<file path="src/rtl/ysyx_23060240_ifu_fetch_fsm.sv">
// ============================================================================
// Module      : ysyx_23060240_ifu_fetch_fsm
// Description : Instruction fetch FSM; owns the PC, variable-latency SRAM port,
//               valid/ready handoff to decode. Option macro: IFU_MISALIGN_CHK_EN
// Revision    : 1.0
// ============================================================================
`default_nettype none

module ysyx_23060240_ifu_fetch_fsm #(
    parameter int unsigned       ADDR_W   = 32,
    parameter int unsigned       INST_W   = 32,
    parameter logic [ADDR_W-1:0] RESET_PC = 32'h8000_0000,
    parameter int unsigned       PC_STEP  = 4
) (
    input  logic              clk,
    input  logic              rst,
    input  logic              jump_en,
    input  logic [ADDR_W-1:0] jump_pc,
    output logic              mem_req_valid,
    input  logic              mem_req_ready,
    output logic [ADDR_W-1:0] mem_req_addr,
    input  logic              mem_rsp_valid,
    input  logic [INST_W-1:0] mem_rsp_data,
    output logic              inst_valid,
    input  logic              inst_ready,
    output logic [INST_W-1:0] inst,
    output logic [ADDR_W-1:0] pc,
    output logic              inst_fault
);

    typedef enum logic [1:0] {
        IDLE = 2'd0,
        REQ  = 2'd1,
        WAIT = 2'd2,
        HOLD = 2'd3
    } state_e;

    state_e            state_q, state_d;
    logic [ADDR_W-1:0] pc_q,    pc_d;
    logic [INST_W-1:0] inst_q,  inst_d;
    logic              drop_q,  drop_d;
    logic              fault_q, fault_d;

    logic              w_misalign;
    logic              w_req_hs;

`ifdef IFU_MISALIGN_CHK_EN
    assign w_misalign   = |pc_q[1:0];
    assign mem_req_addr = pc_q;
`else
    // Without the checker the low bits are simply masked off the bus.
    assign w_misalign   = 1'b0;
    assign mem_req_addr = {pc_q[ADDR_W-1:2], 2'b00};
`endif

    assign mem_req_valid = (state_q == REQ) && !w_misalign;
    assign w_req_hs      = mem_req_valid && mem_req_ready;
    assign inst_valid    = (state_q == HOLD);
    assign inst          = inst_q;
    assign pc            = pc_q;
    assign inst_fault    = fault_q;

    always_ff @(posedge clk) begin
        if (!rst) begin
            state_q <= IDLE;
            pc_q    <= RESET_PC;
            inst_q  <= '0;
            drop_q  <= 1'b0;
            fault_q <= 1'b0;
        end else begin
            state_q <= state_d;
            pc_q    <= pc_d;
            inst_q  <= inst_d;
            drop_q  <= drop_d;
            fault_q <= fault_d;
        end
    end

    always_comb begin
        state_d = state_q;
        pc_d    = pc_q;
        inst_d  = inst_q;
        drop_d  = drop_q;
        fault_d = fault_q;

        case (state_q)
            IDLE: begin
                state_d = REQ;
                if (jump_en) begin
                    pc_d = jump_pc;
                end
            end

            REQ: begin
                if (jump_en) begin
                    pc_d = jump_pc;
                    // A request already accepted must have its response swallowed.
                    if (w_req_hs) begin
                        drop_d  = 1'b1;
                        state_d = WAIT;
                    end
                end else if (w_misalign) begin
                    inst_d  = '0;
                    fault_d = 1'b1;
                    state_d = HOLD;
                end else if (w_req_hs) begin
                    state_d = WAIT;
                end
            end

            WAIT: begin
                if (jump_en) begin
                    pc_d = jump_pc;
                    if (mem_rsp_valid) begin
                        drop_d  = 1'b0;
                        state_d = REQ;
                    end else begin
                        drop_d  = 1'b1;
                    end
                end else if (mem_rsp_valid) begin
                    if (drop_q) begin
                        drop_d  = 1'b0;
                        state_d = REQ;
                    end else begin
                        inst_d  = mem_rsp_data;
                        state_d = HOLD;
                    end
                end
            end

            HOLD: begin
                if (jump_en) begin
                    pc_d    = jump_pc;
                    fault_d = 1'b0;
                    state_d = REQ;
                end else if (inst_ready) begin
                    pc_d    = pc_q + ADDR_W'(PC_STEP);
                    fault_d = 1'b0;
                    state_d = REQ;
                end
            end

            default: begin
                state_d = IDLE;
            end
        endcase
    end

endmodule

`default_nettype wire

</file>
<file path="config.mk">
export PLATFORM = sky130hd
export DESIGN_NAME = ysyx_23060240_ifu_fetch_fsm
export DESIGN_NICKNAME = d
export VERILOG_FILES = /design/src/rtl/ysyx_23060240_ifu_fetch_fsm.sv
export SDC_FILE = /design/constraint.sdc
export NUM_CORES = 1
export LEC_CHECK = 0
export CAP_MARGIN = 20
export CORE_ASPECT_RATIO = 1.25
export CORE_MARGIN = 1
export CORE_UTILIZATION = 35
export CTS_CLUSTER_SIZE = 30
export DETAILED_ROUTE_END_ITERATION = 8
export PLACE_DENSITY = 0.78
export SKIP_LAST_GASP = 1
export SYNTH_ARGS = -nofsm -noshare
export SYNTH_HDL_FRONTEND = slang
export SYNTH_SLANG_ARGS = --single-unit
</file>
<file path="constraint.sdc">
create_clock -name clk -period 5.3 [get_ports clk]
set_input_delay 1.06 -clock clk [delete_from_list [all_inputs] [get_ports clk]]
set_output_delay 1.06 -clock clk [all_outputs]
set_load 0.02 [all_outputs]
</file>
Yosys cells after proc, flatten, opt, wreduce, memory -nomap -nowiden. Cells that the tools add are included.

Register bits after elaboration: 68. Bits of input ports: 70. Word-level logic and storage cells: 47.

$add $sub $neg: 1. Equal/unequal tests: 9. Muxes and demuxes: 20. Bitwise gates (word level): 2. Reductions and logical operators: 10.

Operators with widths (number): $mux W32 (3); $pmux W32 S2 (1); $add A32 B3 Y32 const B (1); $mux W2 (7); $pmux W2 S4 (1); $reduce_and A4 Y1 (2); $mux W1 (7); $eq A2 B2 Y1 const B (2); $ne A2 B1 Y1 const B (2); $ne A2 B2 Y1 const B (2); $reduce_and A2 Y1 (2); $reduce_bool A2 Y1 (2); $ne A3 B2 Y1 const B (1); $ne A3 B3 Y1 const B (1); $reduce_and A3 Y1 (1); $reduce_or A3 Y1 (1); $eq A2 B1 Y1 const B (1); $logic_not A2 Y1 (1); $not A1 Y1 (2); $pmux W1 S2 (1); $logic_and A1 B1 Y1 (1).

Depth between registers and ports, before layout.
Depth after elaboration: 5. Mapped depth: 8.

Worst setup path after synthesis. Ideal clock, no wire load.

Path kind: input to register. Start: input port jump_en. End: register pc_q[28], in the netlist pc[28]. Data arrival time: 2.415 ns. Data required time: 5.226 ns. Slack: 2.811 ns. Stages: 6. Cells stage by stage: buf_2 > nand2b_1 > buf_6 > or3_2 > or4_1 > a31oi_1.

Word-level cells in the longest chain between the ends: 2.

RTL lines: start: declaration (line 17) `input logic jump_en,`; $mux W32, or another cell as far along (line 132) `if (jump_en) begin`; $pmux W32 S2 / $reduce_and A2 Y1 (equally long branches); end signal: assignment (line 72) `pc_q <= pc_d;`; end: declaration (line 39) `logic [ADDR_W-1:0] pc_q, pc_d;`.

Several ways; a longest one is shown, not always the timed one. A chain may end at the register's enable or synchronous reset.

Worst setup path in the final report. Same ends and word-level chain as after synthesis.

==> reports/qor.csv <==
stage;metric;value;unit
grt;grt_pass1_wl;18300;um
setup_path;reg2regPathDepth;5;
synthesis;synth_seq_cells;67;
routing;highest_layer;met4;
layout;fill_cells;944;
clocking;cts_buffers;9;
sta;rsz0062_at_grt;false;
routing;postRouteAntennaNets;0;
synthesis;ys_warn_count;0;
grt;globalRouteOverflowTotal;0;
synthesis;synth_flop_cell;dfxtp_1;
sta;finalClockSkew;0.00588;ns
die;die_y;116;um
placed_design;place_hpwl;8350;um
layout;multi_input_area;1860;um^2
outcome;outcome;finished, final reports clean;
worst_hold_path;hold_end;inst[3]$_SDFFE_PN0P_;
worst_hold_path;hold_path.class;flop to flop;
power;power_leakage;1.89;nW
routing;firstDrtPassIters;6;
clocking;clockBufferDepth;2;
sta;final.min_clock_period;3.31;ns
layout;final_cell_area;5430;um^2
placed_design;dp_slack;1.71;ns
clocking;clk_pin_slew;0.06;ns
clocking;clock-root-buffer;clkbuf_16;
routing;vias;3982;
setup_path;critPathMaxFanout;29;
sta;worst_pin_slew;1.10;ns
setup_path;endpoint_kind;flop;
die;die-width;92.9;um
synthesis;synth_edf_count;0;
synthesis;syn_inst;477;
layout;area_delta_synth_final;50.5;%
power;vdd_drop_max;0.228;mV
synthesis;synth_seq_area_share;37.1;%
die;dieArea;10700;um^2
sta;relSlewSlack;26.6;%
layout;drive_above_1_share;5.94;%
sta;fin_crit_sh;62.4;%
routing;drt-met1-wl;4150;um
synthesis;synth_area_per_cell;7.57;um^2
setup_path;regToRegSetupSlack;2.71;ns
setup_path;worstSetupPathType;primary input to flop;
clocking;cts_resized;0;
setup_path;timing.rr.end;pc[28]$_SDFFE_PN0P_;
routing;dr_wl_met2;5790;um
setup_path;r2r-start;state_q[0]$_SDFFE_PN0P_;
synthesis;ys_async_sr_fraction;0;%
routing;wl_met3;1260;um
clocking;cts_tree;done;
clocking;htree_num_levels;3;
routing;wire_per_inst;15.7;um
clocking;clkSinkCount;67;
sta;fin_tns_setup;0;ns
flow_run;max_cap_violations;0;
clocking;clock_latency;0.33;ns
worst_hold_path;hold_start;inst[3]$_SDFFE_PN0P_;
grt;antenna_found_initial;0;
placed_design;gp_congestion;0.899;
die;floorplan.initialDensity;35.9;%
layout;final_core_util;54.0;%
sta;slew_violations;0;
grt;grt.total_usage;21.3;%
clocking;postCtsHoldBufs;0;
setup_path;critPathLaunchType;primary input;
sta;max_freq;302;MHz
placed_design;placed_cell_area;5120;um^2
setup_path;critPathRequiredTime;5.54;ns
grt;grt_pass1_vias;3878;
sta;setup_viol;0;
sta;worst_slack;1.99;ns
layout;diodes;0;
layout;seq_area;1340;um^2
layout;fin_nets;676;
placed_design;port_buffers;165;
sta;finalHoldViolCount;0;
setup_path;cp.arrival;3.55;ns
synthesis;synth_cell_type_count;58;
die;ios;169;
routing;wl;11500;um
power;p_per_area;266;nW/um^2
synthesis;synth_area;3610;um^2
grt;grt_max_degree;37;
die;coreArea;10100;um^2
worst_hold_path;worstHoldPathCells;2;
clocking;cts_setup_buffers;0;
die;num_rows;41;
routing;drcViolationCount;0;
routing;first_iter_violations;321;
routing;viasPerCell;5.42;
## cells by family after synthesis
group,Yosys count,share of synthesized area [%]
compound gates,110,18.3
xor+xnor,1,0.243
fa+ha+maj,5,1.73
buf+inv,69,11.7
flops,67,37.1
mux,6,1.66
other cells,1,0.104
simple gates,218,29.1
## layout by cell type (no fill, tap or decap), types with 4 or more instances in the layout
master           synthesis  routed
inv_1                    7       7
or4_1                    5       5
ha_1                     5       5
nand2_1                102     102
a31oi_1                  4       4
nand3_1                 23      23
clkbuf_16                0       9
nand4_1                 14      14
a21oi_1                 56      56
nand2b_1                 4       4
nor4_1                   5       5
nor3_1                  18      17
dfxtp_1                 67      67
mux2i_1                  6       6
clkdlybuf4s50_1          0     165
buf_4                   33       6
o21ai_0                 20      20
nor2_1                  27      27
## state kept, by name, summed over array words and instances (netlist names)
name     cells
inst        32
state_q      2
pc          32
drop_q       1
## worst max-delay path: stages
cell	delay, ns
clkdlybuf4s50_1	0.57
nand2b_1	0.69
or3_2	0.64
or4_1	0.41
a31oi_1	0.18
## worst max-delay path by stage
stage / depth (start not counted) / to / slack (ns) / from
6_report: 5 / pc[28]$_SDFFE_PN0P_ / 1.99 / jump_en
5_1_grt: 5 / pc[28]$_SDFFE_PN0P_ / 1.85 / jump_en
4_1_cts: 5 / pc[28]$_SDFFE_PN0P_ / 2.06 / jump_en
3_5_place_dp: 5 / pc[28]$_SDFFE_PN0P_ / 1.71 / jump_en
3_3_place_gp: 5 / pc[28]$_SDFFE_PN0P_ / 1.82 / jump_en
2_1_floorplan: 6 / pc[28]$_SDFFE_PN0P_ / 2.81 / jump_en
## synthesized netlist by cell type (all sizes together) (2+ instances only)
library cell  instances  area (um^2)
nor3                 19          100
or3                   2         13.8
o2111ai               3         26.3
o22ai                 3         18.8
buf                  38          277
a2bb2oi               2         17.5
nand2               103          389
nand4                15          100
o21ai                20          100
a21oi                57          289
a31oi                 4         25.0
a22oi                 3         22.5
o221ai                2         17.5
nor4                  6         52.6
and2                  3         18.8
nand2b                4         25.0
nor2b                 2         12.5
clkbuf               23          116
ha                    5         62.6
or2                   2         12.5
nor2                 27          101
inv                   7         26.3
and4                  2         18.8
mux2i                 6         60.1
a21o                  2         15.0
nand3                25          150
dfxtp                67         1340
and3                  2         12.5
or4                   5         37.5
o2bb2ai               3         26.3
## metrics by stage
step / power, W / hold WS, ns / std cells
floorplan: 0.000700 / 0.497 / 479
global placement: 0.000815 / 0.441 / 718
detailed placement: 0.000821 / 0.448 / 719
CTS: 0.00146 / 0.454 / 735
global route: 0.00150 / 0.474 / 735
finish: 0.00145 / 0.452 / 735
## metal layers
metal	vias to the layer above	GRT usage, %
met5	-	0
met1	1837	22.5
met4	0	9.54
li1	1897	-
met3	28	7.74
met2	220	37.9
## cell type report
type / count / area share, %
Clock buffer: 9 / 4.14
Clock inverter: 7 / 1.70
Inverter: 8 / 0.553
Multi-Input combinational cell: 343 / 34.2
Sequential cell: 67 / 24.7
Tap cell: 129 / 2.97
Timing Repair Buffer: 172 / 31.7
## report_power, final
part           switching (W)  total (W)  leakage, nW  internal (W)
Clock               0.000223   0.000633        0.159      0.000410
Sequential         0.0000342   0.000559        0.547      0.000525
Combinational       0.000122   0.000254         1.19      0.000132
Total               0.000379    0.00145         1.89       0.00107
Power figures use the tool's default switching activity.
